[src/rtl/hrange.sv]
// Hardware range generator: emits base, base+step, ... while the value stays below limit.
// One value per unstalled cycle, launched by a start pulse while idle.
module hrange #(
  parameter int WIDTH = 32
) (
  input  logic             _clock,
  input  logic             _reset,
  input  logic             _start,
  input  logic             _wait,
  input  logic [WIDTH-1:0] base,
  input  logic [WIDTH-1:0] limit,
  input  logic [WIDTH-1:0] step,
  output logic             _ready,
  output logic             _valid,
  output logic [WIDTH-1:0] _0
);

  typedef enum logic {
    IDLE,
    RUN
  } state_t;

  state_t           state_q, state_d;
  logic [WIDTH-1:0] limit_q, limit_d;
  logic [WIDTH-1:0] step_q, step_d;
  logic [WIDTH-1:0] value_q, value_d;
  logic             valid_q, valid_d;

  // One extra bit so an overflowing increment compares as large and terminates instead of wrapping.
  logic [WIDTH:0]   next_sum;
  logic [WIDTH:0]   limit_ext;

  assign next_sum  = {value_q[WIDTH-1], value_q} + {step_q[WIDTH-1], step_q};
  assign limit_ext = {limit_q[WIDTH-1], limit_q};

  always_ff @(posedge _clock or negedge _reset) begin
    if (!_reset) begin
      state_q <= IDLE;
      limit_q <= '0;
      step_q  <= '0;
      value_q <= '0;
      valid_q <= 1'b0;
    end else begin
      state_q <= state_d;
      limit_q <= limit_d;
      step_q  <= step_d;
      value_q <= value_d;
      valid_q <= valid_d;
    end
  end

  always_comb begin
    state_d = state_q;
    limit_d = limit_q;
    step_d  = step_q;
    value_d = value_q;
    valid_d = valid_q;

    case (state_q)
      IDLE: begin
        if (_start) begin
          limit_d = limit;
          step_d  = step;
          state_d = RUN;
          if ($signed(base) < $signed(limit)) begin
            value_d = base;
            valid_d = 1'b1;
          end else begin
            valid_d = 1'b0;
          end
        end
      end

      RUN: begin
        // An empty range spends one RUN cycle with valid low, then falls back to IDLE.
        if (!_wait) begin
          if (valid_q) begin
            if ($signed(next_sum) < $signed(limit_ext)) begin
              value_d = next_sum[WIDTH-1:0];
            end else begin
              valid_d = 1'b0;
              state_d = IDLE;
            end
          end else begin
            state_d = IDLE;
          end
        end
      end

      default: begin
        state_d = IDLE;
        valid_d = 1'b0;
      end
    endcase
  end

  assign _ready = (state_q == IDLE);
  assign _valid = valid_q;
  assign _0     = value_q;

endmodule

[config.mk]
export PLATFORM = sky130hd
export DESIGN_NAME = hrange
export DESIGN_NICKNAME = d
export VERILOG_FILES = /design/src/rtl/hrange.sv
export SDC_FILE = /design/constraint.sdc
export NUM_CORES = 1
export LEC_CHECK = 0
export CAP_MARGIN = 20
export CORE_MARGIN = 1.5
export CORE_UTILIZATION = 30
export CTS_CLUSTER_DIAMETER = 200
export CTS_CLUSTER_SIZE = 40
export DETAILED_ROUTE_END_ITERATION = 16
export GPL_ROUTABILITY_DRIVEN = 0
export PLACE_DENSITY_LB_ADDON = 0.08
export SYNTH_ARGS = -nofsm -noshare
export SYNTH_HDL_FRONTEND = slang
export SYNTH_SLANG_ARGS = --single-unit
[constraint.sdc]
create_clock -name _clock -period 5.9 [get_ports _clock]
set_input_delay 0.885 -clock _clock [delete_from_list [all_inputs] [get_ports _clock]]
set_output_delay 0.885 -clock _clock [all_outputs]
set_load 0.01 [all_outputs]
==> results of run 1 <==
## layout by cell type (no fill, tap or decap), types with 6 or more instances in the layout
master,synthesis,layout
mux2i_1,26,26
xor2_1,9,9
xnor2_1,16,16
clkdlybuf4s50_1,0,132
a21oi_1,48,48
nand2_1,88,88
nor2_1,30,30
o21ai_2,6,6
mux2_2,33,33
and4_1,6,6
inv_1,70,70
a211oi_1,10,10
nand3_1,7,7
nor3_1,6,6
ha_1,95,95
o21ai_1,21,21
nand4_1,15,15
a21o_1,30,30
o21ai_0,50,50
dfrtp_1,98,97
clkbuf_16,0,9
buf_4,0,11
## cells in the mapped netlist, drive strengths merged, types with 6 or more instances
cell | instances | area, µm²
dfrtp | 98 | 2450
ha | 95 | 1190
nand2 | 88 | 330
o21ai | 77 | 408
inv | 70 | 263
a21oi | 48 | 240
mux2 | 33 | 372
a21o | 30 | 225
nor2 | 30 | 113
mux2i | 27 | 274
clkbuf | 18 | 67.6
xnor2 | 16 | 140
nand4 | 15 | 93.8
a211oi | 11 | 87.6
buf | 11 | 75.1
xor2 | 9 | 78.8
a21boi | 7 | 63.8
nand3 | 7 | 35.0
and4 | 6 | 52.6
nor3 | 6 | 30.0
## state kept, by name, summed over array words and instances (netlist names)
name / flops
_valid: 1
limit_q: 32
_0: 32
step_q: 32
state_q: 1
## what timing repair did
| action | 4_1_cts | 5_1_grt |
|---|---|---|
| setup endpoints to repair | 0 | 23 |
| endpoints found under the hold margin | 0 | 0 |
| resized for setup | 0 | 2 |
## critical path, cell delays in order, from the launching register on
cell	delay, ns
dfrtp_1	0.40
ha_1	0.24
fa_1	0.41
a21o_1	0.20
a221oi_2	0.35
o211a_1	0.29
o31ai_1	0.18
o31ai_2	0.33
o21ai_1	0.15
a2111oi_0	0.44
a21o_1	0.13
ha_1	0.28
and4_1	0.25
a221oi_2	0.35
o22ai_1	0.13
nor2_1	0.14
a21boi_4	0.55
buf_4	0.33
a311oi_1	0.07
a21oi_1	0.15
## layout make-up
type,instances,area share
tap,319,0.0434
multi-input combinational,578,0.473
clock buffer,10,0.0260
clock inverter,5,0.00858
inverter,70,0.0286
timing repair buffer,143,0.153
sequential,98,0.267
## per-stage QoR
step,instance area (µm²),std cells
3_3_place_gp,8860,1208
3_5_place_dp,8860,1208
4_1_cts,9180,1223
2_1_floorplan,7190,775
6_report,9190,1223
5_1_grt,9190,1223
## path summary, 6_finish.rpt
| check | start | endpoint | cells after the start |
|---|---|---|---|
| worst max-delay path | _0[0] | _0[10] | 19 |
| worst min-delay path | limit_q[0] | limit_q[0] | 1 |
| worst max register to register | _0[0] | _0[10] | 19 |
| worst min register to register | limit_q[0] | limit_q[0] | 1 |
| max in group asynchronous | _reset | state_q | 2 |
| min in group asynchronous | _reset | limit_q[15] | 1 |
## report_power, final
part | switching, mW | total (mW) | internal, mW
Combinational | 2.32 | 4.17 | 1.86
Clock | 0.269 | 0.650 | 0.381
Sequential | 0.222 | 1.22 | 1.00
Total | 2.81 | 6.05 | 3.24
## logic make-up after synthesis
family | Yosys count | share of synthesized area
and+or+nand+nor | 180 | 0.116
xor gates and xnor gates | 25 | 0.0305
buffers and inverters | 99 | 0.0564
muxes | 60 | 0.0898
AOI/OAI and AO/OA | 217 | 0.198
DFF | 98 | 0.341
adders and majority gates | 96 | 0.168
## per-layer routing
layer  track usage  vias to the layer above  part of all wire
met3        0.0312                       14             0.039
met5             0                        -                 0
met2         0.277                       99              0.45
met4        0.0382                        0            0.0092
met1         0.247                     2680              0.50
li1              -                     3018                 -
==> run metrics, run 1 <==
Pleak=4.31 nW; die height=158 µm; Cell Area, Synth=7190 µm²; Post-synth top flop=dfrtp_1; clk buf depth=2; RSZ-0062 raised after global routing=false; count of flip-flops with a built-in enable after synthesis=0; dpl ws=0.339 ns; total design power=6.05 mW; CTS tree=built; first-pass GRT wire length=33000 µm; total global routing overflow=0; Vias/cell=4.75; Clk pin slew, worst setup/hold paths=0.07 ns; fin. max-slew vios=0; Antenna Nets Post-Route=0; number of global-route vias before repair=5815; DRT iter0 DRCs=277; post-layout min period=5.46 ns; DP Wirelength=16700 µm; setup ws final=0.439 ns; Antenna diodes=0; Post-Syn Instances=775; worst skew pair latency=0.35 ns; average size of a mapped cell=9.28 µm²; Initial DRT Pass Iterations=6; gr usage total=0.175; Synth cell types=64; Max Clk Rate=0.183 GHz; pin count of the biggest net entering global routing=55; Post-synth ARST share=1.00; initial antenna violation count=0; Hold Worst Slack=0.502 ns; fillcell total=2398; Layout Utilization=0.391; Die W=158 µm; sequential share of the synthesized area=0.341; status=complete, no violations; Worst Tran Pin Value=0.898 ns; hold buffer count at CTS=0; Die ar.=24900 µm²; clock skew=0.0127 ns; Core Area=23500 µm²; post-synthesis register bit count=98; Arrival @ worst endpoint=5.74 ns; routed vias=5811; syn nets=971; Clock Root Buffer=clkbuf_16; Worst Setup End Kind=flip-flop; Layout area overhead=27.8%; Slew headroom=0.394; TritonCTS Sinks=98; R2R Setup Slk=0.44 ns; drt drc=0; Initial Util=0.306; I/O pin count=134; max cap viols=0; crit share post-route=0.926; I/O Buffers=133; multi-input gate area in the final layout=4350 µm²; Final Hold Viols=0; Cell Pwr Density=658 nW/µm²; Fin Setup TNS=0 ns; worst IR drop on VDD=0.285 mV; Worst Setup Start Kind=flip-flop; worst min-delay path category=flip-flop to flip-flop; Setup violations, final=0; Crit path required time=6.18 ns; crit-path max FO=20; kind of critical path=flip-flop to flip-flop; Post-CTS Setup Bufs=0; WL final=20900 µm; yosys warns=0; htree depth=3; Site Rows=56; Final #Nets=1096; cts bufs inserted=9; DR WL/cell=17.1 µm; register area=2450 µm²; share of layout cells above drive strength 1=0.0874
(Power assumes the default switching activity.)
==> run 2, diff against run 1 <==
CORE_MARGIN = default   (was 1.5)
CORE_UTILIZATION = 40   (was 30)
==> run 2 against run 1 <==
Against the previous run:
- clock skew decreased by 0.0029 ns
- final cell count decreased by 7.9%
- critical path depth unchanged
- routed wire length decreased by 7.8%
- critical endpoint is now _0[22]
- largest power group unchanged
- highest routed layer unchanged
==> run metrics, run 2 (synthesis gave the netlist of run 1 again) <==
cts bufs inserted=9 (unchanged); dpl cells=1110 (-8.1%); Site Rows=48 (-14%); Max Clk Rate=0.181 GHz (-0.91%); total global routing overflow=0 (unchanged); drt drc=0 (unchanged); Hold Worst Slack=0.518 ns (+0.0163 ns); kind of critical path=flip-flop to flip-flop; status=complete, no violations; Layout area overhead=25.7%; Final Hold Viols=0 (unchanged); DP Wirelength=14900 µm (-11%); R2R Setup Slk=0.39 ns (-0.05 ns); Crit path required time=6.13 ns (-0.05 ns); Initial DRT Pass Iterations=4 (-2); Fin Setup TNS=0 ns (unchanged); Post-CTS Setup Bufs=0 (unchanged); DRT iter0 DRCs=320 (+16%); fillcell total=1637 (-32%); max incr delay on CP=0.42 ns (-0.13 ns); WL final=19200 µm (-7.8%); commonest non-fill, non-tap cells in the layout=clkdlybuf4s50_1 (132), dfrtp_1 (97), ha_1 (95); Final #Nets=1093 (-0.27%); Cell Pwr Density=662 nW/µm² (+0.59%); share of layout cells above drive strength 1=0.0855 (-0.00193); Pleak=4.28 nW (-0.76%); initial antenna violation count=0 (unchanged); Die W=136 µm (-14%); CTS tree=built; clock skew=0.00975 ns (-0.00295 ns); Hold EP=step_q[0]; fin. max-slew vios=0 (unchanged); pin count of the biggest net entering global routing=100 (+82%); worst hold start=step_q[0]; Min-Delay Path Depth=1 (unchanged); worst IR drop on VDD=0.263 mV (-7.8%); I/O Buffers=133 (unchanged); WP buf/inv=1 (unchanged); Worst Reg-to-Reg Cells=19 (unchanged); worst min-delay path category=flip-flop to flip-flop; max cap viols=0 (unchanged); setup ws final=0.389 ns (-0.0502 ns); crit-path cells=ha_1 > fa_1 > a21o_1 > a221oi_2 > o211a_1 > o31ai_1 > o31ai_2 > o21ai_1 > a2111oi_2 > a21o_1 > ha_1 > and4_1 > a221oi_2 > nand4_1 > a211oi_1 > nor2_1 > a21boi_4 > buf_4 > o41a_1; dpl ws=0.285 ns (-0.0541 ns); Clk pin slew, worst setup/hold paths=0.07 ns (about the same); crit-path max FO=11 (-45%); reg2reg end=_0[22]; Antenna Nets Post-Route=0 (unchanged); Clock Root Buffer=clkbuf_16; post-layout min period=5.51 ns (+0.0502 ns); Slowest cell on crit path=o41a_1; Worst Setup Start Kind=flip-flop; worst skew pair latency=0.35 ns (about the same); most common cell after layout, fill and taps aside=clkdlybuf4s50_1; Die ar.=18500 µm² (-26%); Antenna diodes=0 (unchanged); Stages on worst setup path=19 (unchanged); Final Non-Filler Cells=1126 (-7.9%); routed vias=6172 (+6.2%); Core Area=17400 µm² (-26%); CP top delay family=compound AO/OA/AOI/OAI gates; TritonCTS Sinks=98 (unchanged); Slew headroom=0.321 (-0.0724); Worst Setup End Kind=flip-flop; Arrival @ worst endpoint=5.74 ns (about the same); Critical R2R Launch=_0[0]; RSZ-0062 raised after global routing=false; crit share post-route=0.934 (+0.00850); first-pass GRT wire length=31500 µm (-4.8%); Setup violations, final=0 (unchanged); die height=136 µm (-14%); number of global-route vias before repair=6239 (+7.3%); Vias/cell=5.48 (+15%); gr usage total=0.219 (+0.0440); Worst Tran Pin Value=1.02 ns (+0.120 ns); Initial Util=0.413 (+0.106); htree depth=3 (unchanged); DR WL/cell=17.1 µm (+0.13%); clk buf depth=2 (unchanged); I/O pin count=134 (unchanged)
-- run 2: cell count changes in the layout (fill, tap and decap cells not counted) --
cell        previous run  this run
bufinv_16              2         1
clkinvlp_4             0         2
a2111oi_0              1         0
a21boi_2               0         1
buf_4                 11         7
a2111oi_2              0         1
clkinv_4               1         0
-- run 2: worst max-delay path by stage --
stage               slack (ns)     end   from
detailed placement        0.29  _0[22]  _0[0]
finish                    0.39  _0[22]  _0[0]
global placement          0.46  _0[10]  _0[0]
global route              0.04  _0[22]  _0[0]
floorplan                 1.03  _0[28]  _0[0]
CTS                       0.22  _0[22]  _0[0]
-- run 2: area by class of cell --
class,instances,area (µm²),area share
inverter,70,263,0.0291
multi-input combinational,579,4370,0.483
timing repair buffer,139,1370,0.152
clock inverter,5,55.1,0.00610
clock buffer,10,239,0.0265
sequential,98,2450,0.272
tap,225,282,0.0312
-- run 2: metrics by stage --
step	utilization	power [mW]	instance area, µm²
floorplan	-	4.16	7190
global route	0.519	6.58	9030
detailed placement	0.500	5.32	8710
CTS	0.517	5.97	9000
global placement	0.500	5.23	8710
finish	0.519	5.98	9030
-- run 2: report_power, final --
group	leakage (nW)	total (mW)	switching [mW]	internal, mW
clock	0.140	0.603	0.266	0.337
sequential	1.19	1.23	0.227	1.00
combinational	2.94	4.15	2.30	1.85
-- run 2: metal layers --
metal,global-route usage,vias to the layer above,wire length (µm)
met1,0.298,2998,9310
met5,0,-,0
met3,0.0324,15,785
li1,-,3015,-
met4,0.0593,0,224
met2,0.360,144,8900
-- run 2: what timing repair did --
action	4_1_cts	5_1_grt
hold buffers	0	0
resized for setup	0	4
setup endpoints to repair	0	32
